--- config.mk ---
export PLATFORM = sky130hd
export DESIGN_NAME = bus_xact_driver
export DESIGN_NICKNAME = d
export VERILOG_FILES = /design/src/rtl/bus_pkg.sv /design/src/rtl/bus_phase_timer.sv /design/src/rtl/bus_xact_driver.sv
export SDC_FILE = /design/constraint.sdc
export NUM_CORES = 1
export LEC_CHECK = 0
export ABC_AREA = 1
export CAP_MARGIN = 40
export CORE_MARGIN = 8
export CORE_UTILIZATION = 35
export CTS_CLUSTER_SIZE = 8
export DETAILED_ROUTE_END_ITERATION = 10
export PLACE_DENSITY = 0.69
export SYNTH_ARGS = -nofsm -noshare
export SYNTH_HDL_FRONTEND = slang
export SYNTH_SLANG_ARGS = --single-unit
--- constraint.sdc ---
create_clock -name clk -period 2.6 [get_ports clk]
set_clock_uncertainty 0.15 [all_clocks]
set_input_delay 0.52 -clock clk [delete_from_list [all_inputs] [get_ports clk]]
set_output_delay 0.52 -clock clk [all_outputs]
set_load 0.03 [all_outputs]
--- src/rtl/bus_pkg.sv ---
// Shared bus phase encoding for the driver, the bus monitor and the e checker.
// Also holds small elaboration-time helpers used by the driver.
package bus_pkg;

    typedef enum logic [2:0] {
        IDLE     = 3'd0,
        ARBI     = 3'd1,
        PREAMBLE = 3'd2,
        ADDRESS  = 3'd3,
        DATA     = 3'd4
    } state_t;

    function automatic int max_int(input int a, input int b);
        return (a > b) ? a : b;
    endfunction

endpackage

--- src/rtl/bus_phase_timer.sv ---
// Loadable saturating down-counter with a zero flag; load wins over decrement.
// Zero flag is registered-state based (reflects the current count, no extra latency).
module bus_phase_timer #(
    parameter int W = 4
) (
    input  logic         clk,
    input  logic         rst,
    input  logic         load_i,
    input  logic [W-1:0] load_val_i,
    input  logic         dec_i,
    output logic         zero_o
);

    logic [W-1:0] cnt_q, cnt_d;

    always_comb begin
        cnt_d = cnt_q;
        if (load_i) begin
            cnt_d = load_val_i;
        end else if (dec_i && (cnt_q != '0)) begin
            cnt_d = cnt_q - 1'b1;
        end
    end

    always_ff @(posedge clk or posedge rst) begin
        if (rst) begin
            cnt_q <= '0;
        end else begin
            cnt_q <= cnt_d;
        end
    end

    assign zero_o = (cnt_q == '0);

endmodule

--- src/rtl/bus_xact_driver.sv ---
// Bus master: IDLE -> ARBI -> PREAMBLE -> ADDRESS -> DATA, all bus outputs registered.
// Requests taken only in IDLE; wr_valid low in DATA stalls the burst without losing a beat.
module bus_xact_driver
    import bus_pkg::*;
#(
    parameter int ADDR_W       = 16,
    parameter int DATA_W       = 32,
    parameter int LEN_W        = 4,
    parameter int PREAMBLE_CYC = 2,
    parameter int ARB_TIMEOUT  = 16
) (
    input  logic              clk,
    input  logic              rst,
    input  logic              req_valid,
    output logic              req_ready,
    input  logic [ADDR_W-1:0] req_addr,
    input  logic [LEN_W-1:0]  req_len,
    input  logic              wr_valid,
    input  logic [DATA_W-1:0] wr_data,
    output logic              wr_ready,
    output logic              arb_req,
    input  logic              arb_gnt,
    output state_t            bus_state,
    output logic              bus_valid,
    output logic [ADDR_W-1:0] bus_addr,
    output logic [DATA_W-1:0] bus_data,
    output logic              done,
    output logic              err
);

    // One timer serves both the arbitration wait and the preamble; the phases never overlap.
    localparam int TMR_W = $clog2(max_int(ARB_TIMEOUT, PREAMBLE_CYC) + 1);
    localparam logic [TMR_W-1:0] ARB_LOAD = TMR_W'(ARB_TIMEOUT - 1);
    localparam logic [TMR_W-1:0] PRE_LOAD = TMR_W'(PREAMBLE_CYC - 1);

    state_t              state_q, state_d;
    logic                arb_req_q, arb_req_d;
    logic                bus_valid_q, bus_valid_d;
    logic [ADDR_W-1:0]   bus_addr_q, bus_addr_d;
    logic [DATA_W-1:0]   bus_data_q, bus_data_d;
    logic [LEN_W-1:0]    beat_cnt_q, beat_cnt_d;
    logic                done_q, done_d;
    logic                err_q, err_d;

    logic                tmr_load;
    logic [TMR_W-1:0]    tmr_load_val;
    logic                tmr_dec;
    logic                tmr_zero;

    bus_phase_timer #(
        .W (TMR_W)
    ) u_phase_timer (
        .clk        (clk),
        .rst        (rst),
        .load_i     (tmr_load),
        .load_val_i (tmr_load_val),
        .dec_i      (tmr_dec),
        .zero_o     (tmr_zero)
    );

    always_comb begin
        state_d      = state_q;
        arb_req_d    = arb_req_q;
        bus_valid_d  = bus_valid_q;
        bus_addr_d   = bus_addr_q;
        bus_data_d   = bus_data_q;
        beat_cnt_d   = beat_cnt_q;
        done_d       = 1'b0;
        err_d        = 1'b0;
        tmr_load     = 1'b0;
        tmr_load_val = '0;
        tmr_dec      = 1'b0;

        case (state_q)
            IDLE: begin
                bus_valid_d = 1'b0;
                if (req_valid) begin
                    bus_addr_d   = req_addr;
                    beat_cnt_d   = req_len;
                    arb_req_d    = 1'b1;
                    state_d      = ARBI;
                    tmr_load     = 1'b1;
                    tmr_load_val = ARB_LOAD;
                end
            end

            ARBI: begin
                // A grant on the final wait cycle still wins over the timeout.
                if (arb_gnt) begin
                    state_d      = PREAMBLE;
                    tmr_load     = 1'b1;
                    tmr_load_val = PRE_LOAD;
                end else if (tmr_zero) begin
                    state_d   = IDLE;
                    arb_req_d = 1'b0;
                    err_d     = 1'b1;
                end else begin
                    tmr_dec = 1'b1;
                end
            end

            PREAMBLE: begin
                if (tmr_zero) begin
                    state_d = ADDRESS;
                end else begin
                    tmr_dec = 1'b1;
                end
            end

            ADDRESS: begin
                bus_valid_d = 1'b0;
                state_d     = DATA;
            end

            DATA: begin
                if (wr_valid) begin
                    bus_data_d  = wr_data;
                    bus_valid_d = 1'b1;
                    // Counter holds beats remaining minus one, so all-ones gives the full 2**LEN_W.
                    if (beat_cnt_q == '0) begin
                        state_d   = IDLE;
                        arb_req_d = 1'b0;
                        done_d    = 1'b1;
                    end else begin
                        beat_cnt_d = beat_cnt_q - 1'b1;
                    end
                end else begin
                    bus_valid_d = 1'b0;
                end
            end

            default: begin
                state_d     = IDLE;
                arb_req_d   = 1'b0;
                bus_valid_d = 1'b0;
            end
        endcase
    end

    always_ff @(posedge clk or posedge rst) begin
        if (rst) begin
            state_q     <= IDLE;
            arb_req_q   <= 1'b0;
            bus_valid_q <= 1'b0;
            bus_addr_q  <= '0;
            bus_data_q  <= '0;
            beat_cnt_q  <= '0;
            done_q      <= 1'b0;
            err_q       <= 1'b0;
        end else begin
            state_q     <= state_d;
            arb_req_q   <= arb_req_d;
            bus_valid_q <= bus_valid_d;
            bus_addr_q  <= bus_addr_d;
            bus_data_q  <= bus_data_d;
            beat_cnt_q  <= beat_cnt_d;
            done_q      <= done_d;
            err_q       <= err_d;
        end
    end

    assign req_ready = (state_q == IDLE);
    assign wr_ready  = (state_q == DATA) && wr_valid;
    assign bus_state = state_q;
    assign arb_req   = arb_req_q;
    assign bus_valid = bus_valid_q;
    assign bus_addr  = bus_addr_q;
    assign bus_data  = bus_data_q;
    assign done      = done_q;
    assign err       = err_q;

endmodule

# Word-level counts from Yosys, hierarchy flattened
# Index checks and enable logic that the tools add are counted.
dict set report classes {
  reduce_logical 15
  add_sub_neg 2
  n_eq_ne 12
  muxes 36
  bitwise_logic 1
}
# operator count
set op_table {}
lappend op_table {{2-to-1 mux 3 bit} 6}
lappend op_table {{2-to-1 mux 1 bit} 17}
lappend op_table {{2-to-1 mux 4 bit} 4}
lappend op_table {{one-hot mux 4 bit (2 select lines)} 2}
lappend op_table {{one-hot mux 3 bit (5 select lines)} 1}
lappend op_table {{inequality test 2 bit (second input constant)} 7}
lappend op_table {{2-to-1 mux 5 bit} 2}
lappend op_table {{== test 3 x 2 -> 1 bit (second input constant)} 2}
lappend op_table {{one-hot mux 1 bit (2 select lines)} 3}
lappend op_table {{AND reduction 6 bit} 1}
lappend op_table {{logical NOT 5 bit} 1}
lappend op_table {{AND reduction 5 bit} 1}
lappend op_table {{nonzero test 5 bit} 1}
lappend op_table {{subtractor 5 x 1 -> 5 bit (second input constant)} 1}
lappend op_table {{logical NOT 4 bit} 1}
lappend op_table {{one-hot mux 1 bit (4 select lines)} 1}
lappend op_table {{AND reduction 2 bit} 2}
lappend op_table {{AND reduction 4 bit} 1}
lappend op_table {{nonzero test 2 bit} 2}
lappend op_table {{OR reduction 2 bit} 2}
lappend op_table {{subtractor 4 x 1 -> 4 bit (second input constant)} 1}
lappend op_table {{== test 3 x 1 -> 1 bit (second input constant)} 1}
lappend op_table {{== test 3 bit (second input constant)} 1}
lappend op_table {{logical NOT 3 bit} 1}
lappend op_table {{other kinds (3)} 4}
dict set report word_totals {
  wordCells 75
  register_bits 64
  inputBits 57
  output_inout_bits 57
}

# Depth between registers and ports, before layout
dict set report logic_depth {
  depth_word 7
  depth_mapped 9
  depth_no_buf 9
}

# Modules after synthesis
# From an unflattened synthesis, not the netlist that was laid out.
dict set report hier_totals {
  cells_unflattened 347
  area_unflattened_um2 2890.3
}
# mod area_each_um2 n_inst cells_per_inst seq_area_each_um2
set modules_own_cells {}
lappend modules_own_cells {bus_xact_driver 2544.9 1 298 1476.4}
lappend modules_own_cells {bus_phase_timer 345.3 1 49 125.1}

# Worst setup path after synthesis
# Ideal clock, no wire load.
dict set report synth_timing {
  path_type {register to output}
  start {register state_q[1] (netlist: bus_state[1])}
  end {output wr_ready}
  arrival_time_ns 1.225
  t_required_ns 1.930
  stages_incl_launch_ff 5
  setup_slack_ns 0.705
  cell_sequence {dfrtp_1 -> nor2_4 -> nand2_4 -> nor2_8 -> buf_6}
}
dict set report synth_between {
  elab_chain_cells 2
}
# item line
set synth_rtl {}
lappend synth_rtl {{start, declared} bus_xact_driver.sv:36} ;# state_t state_q, state_d;
lappend synth_rtl {{start signal, assigned} bus_xact_driver.sv:151} ;# state_q <= state_d;
lappend synth_rtl {{== test 3 bit} bus_xact_driver.sv:163} ;# assign wr_ready = (state_q == DATA) && wr_valid;
lappend synth_rtl {{logical AND 1 bit} bus_xact_driver.sv:163}
lappend synth_rtl {{end, declared} bus_xact_driver.sv:20} ;# output logic wr_ready,
# No other way between the ends.

# Worst setup path after layout
dict set report layout_timing {
  start {register state_q[0] (netlist: bus_state[0])}
  end {output req_ready}
}
dict set report layout_between {
  elab_chain_cells 1
}
# item line
set layout_rtl {}
lappend layout_rtl {{logical NOT 3 bit} bus_xact_driver.sv:162} ;# assign req_ready = (state_q == IDLE);
lappend layout_rtl {{end, declared} bus_xact_driver.sv:15} ;# output logic req_ready,
# No other way between the ends.

==> impl_metrics.toml <==
[status]
status = "finished, final reports clean"

[drt]
wl_mm = 7.032
wl_per_cell_um = 13.32
drt_iter0_drc = 45
routed_via_density = 4.405
drc_errors = 0
vias = 2326
drtAntennaViolNets = 0
drt_pass1_iterations = 4

[timing]
fin_crit_ns = 2.430
hold_viol = 0
worst_slack_ns = 0.1699
finalSetupViolations = 0
fin_crit_sh_pct = 93.47
fmax_mhz = 411.5
tightest_slew_ns = 0.5207
rsz0062_at_grt = "false"
maxSlewViolCount = 0
setup_tns_ns = 0
maxSlewHeadroom_pct = 65.24

[die]
start_util_pct = 35.28
die_y_um = 106.1
core_area_um2 = 8051
rows = 33
pin_count = 114
chipWidth_um = 106.1
die_area_um2 = 11250

[worst_setup_path]
cp-start-kind = "flip-flop"
crit_fanout = 7
r2r_cells = 7
cp.arrival_ns = 1.76
endpoint_kind = "output pin"
critPathCapture = "req_ready"
reg2reg_to = "bus_data[0]"
cp.depth = 4
cp_cell_sequence = "inv_1 > nand2_1 > nor2_1 > clkdlybuf4s50_1"
cp_top_family = "buffers and inverters"
reg2reg_from = "bus_state[1]"
required_ns = 1.93
path_class = "flip-flop to output pin"
startpoint = "bus_state[0]"
slowest_delay_ns = 0.68
r2r_setup_slack_ns = 0.83
crit_slowest_cell = "clkdlybuf4s50_1"
critPathBufInv = 2

[synth]
syn_inst = 297
synth_top_area_share_pct = 56.39
yosys.cell_count.top_type = "nand2_1"
ys_warn_count = 0
synth_ff_type = "dfrtp_1"
syn-cell-area_um2 = 2840
synth_cell_types = 22
synthTopCellsByCount = "136 x nand2_1, 64 x dfrtp_1, 18 x inv_1, 16 x mux2_4, 15 x nand3_1"
ys_ff_latch = 64
synth-seq-area-share_pct = 56.39
async_flop_share_pct = 100.0
synthTopCellsByArea = "dfrtp_1 56%, nand2_1 18%, mux2_4 8.5%, buf_6 3.2%, nand3_1 2.6%"
synth_area_leader_cell = "dfrtp_1"
avgSynthCellArea_um2 = 9.563
synth_edf_count = 0
synth_nets = 356

[cts]
clockBufferDepth = 2
postCtsSetupBuffers = 0
cts_resized = 0
cts_made_buffers = 9
clk_pin_slew_worst_paths_ns = 0.07
cts_root_buffer = "clkbuf_8"
htreeDepth = 3
clk-insertion-delay-late_ns = 0.33
cts_sinks = 64
cts_tree = "done"
ctsHoldBuffers = 0

[global_routing]
antenna_found_initial = 0
grt_pass1_wl_mm = 11.43
top_usage_layer = "met2"
grt_max_degree = 34
grtUsageTotal_pct = 12.51
grtUsageMet3_pct = 4.719
met1_usage_pct = 14.84
gr-total-overflow = 0
met2_usage_pct = 20.29
grt_pass1_vias = 2362

[pwr]
internal-power_uw = 3507
seqPwrFrac_pct = 29.8
power_density_nw_per_um2 = 1376
cellLeakagePower_uw = 0.002162
p_sw_share_pct = 40.96
p_clk_share_pct = 17.8
pwr-share-comb_pct = 52.4
ir_worst_vdd_mv = 0.6085
switching_power_uw = 2433

[hold_path]
hp-class = "flip-flop to flip-flop"

[cells_and_area]
drive_gt1_share_pct = 11.82
nNetsFinal = 477
area_delta_synth_final_pct = 51.98
final_core_util_pct = 53.61
n_antenna_cell = 0
fillers = 749

[placement]
port_buffers = 113
dp_hpwl_mm = 5.538
place.gp.congestion = 0.7920
dp_slack_ns = 0.5082

[flow_run]
cap_viol_max_count = 0
power by group through the flow:
stage	Clock (uW)	Sequential [uW]	Combinational, uW
floorplan	0	2570	1160
global placement	0	1780	3100
detailed placement	0	1790	3160
CTS	1090	1780	3160
global route	1140	1840	3360
finish	1060	1770	3110
flip-flops by register name (all words and copies together) (netlist names):
register / count
bus_valid: 1
arb_req: 1
bus_data: 32
done: 1
err: 1
beat_cnt_q: 4
bus_state: 3
u_phase_timer.cnt_q: 5
bus_addr: 16
per-stage QoR:
step / cells / total power [uW] / hold slack (ns) / area (um^2)
CTS: 528 / 6031 / 0.3249 / 4317
finish: 528 / 5940 / 0.3185 / 4317
floorplan: 297 / 3730 / 0.3282 / 2840
global placement: 512 / 4876 / 0.3026 / 4063
global route: 528 / 6342 / 0.3431 / 4317
detailed placement: 512 / 4944 / 0.3074 / 4063
worst min path at each step:
stage / from / endpoint / slack, ns / cells past startpoint
6_report: bus_data[25] / bus_data[25] / 0.32 / 2
5_1_grt: bus_data[4] / bus_data[4] / 0.34 / 2
4_1_cts: bus_data[16] / bus_data[16] / 0.32 / 2
3_5_place_dp: bus_data[16] / bus_data[16] / 0.31 / 2
3_3_place_gp: bus_data[25] / bus_data[25] / 0.30 / 2
2_1_floorplan: u_phase_timer.cnt_q[0] / u_phase_timer.cnt_q[0] / 0.33 / 2
area by class of cell:
type	count	area, um^2	area share [%]
sequential	64	1602	37.10
inverter	21	81.33	1.884
tap	105	131.4	3.043
clock inverter	5	102.6	2.377
timing repair buffer	119	1186	27.48
multi-input combinational	203	1062	24.61
clock buffer	11	151.4	3.507
cells by family (layout without fill, tap and decap cells):
logic type	after synthesis	after routing	share of synthesized area (%)
AO/OA/AOI/OAI	11	11	2.202
XOR/XNOR	2	2	0.6169
adder cells (fa/ha/maj)	2	2	0.8809
buffers and inverters	30	156	6.211
flip-flops	64	64	56.39
multiplexers	16	16	8.458
AND/OR/NAND/NOR	172	172	25.24
metal layers:
metal,share of wire (%),vias up
li1,-,1162
met1,45,1080
met2,46,75
met3,7.1,9
met4,1.2,0
met5,0,-
worst min-delay path, stage by stage, from the launching register on:
cell     delay (ns)
dfrtp_1        0.34
nand2_1        0.05
nand2_1        0.05
cell usage in the layout (no fill, tap or decap), types with 2 or more instances in the layout:
cell type	n
inv_2	3
o21ai_0	7
clkbuf_8	11
ha_1	2
buf_4	6
a31oi_1	2
clkdlybuf4s50_1	112
nor2_4	2
nand2_1	136
mux2_4	16
nand3_1	15
inv_1	17
nand2_2	2
dfrtp_1	64
bufinv_16	3
o21bai_1	2
nor2_1	13
(Power assumes the default switching activity.)
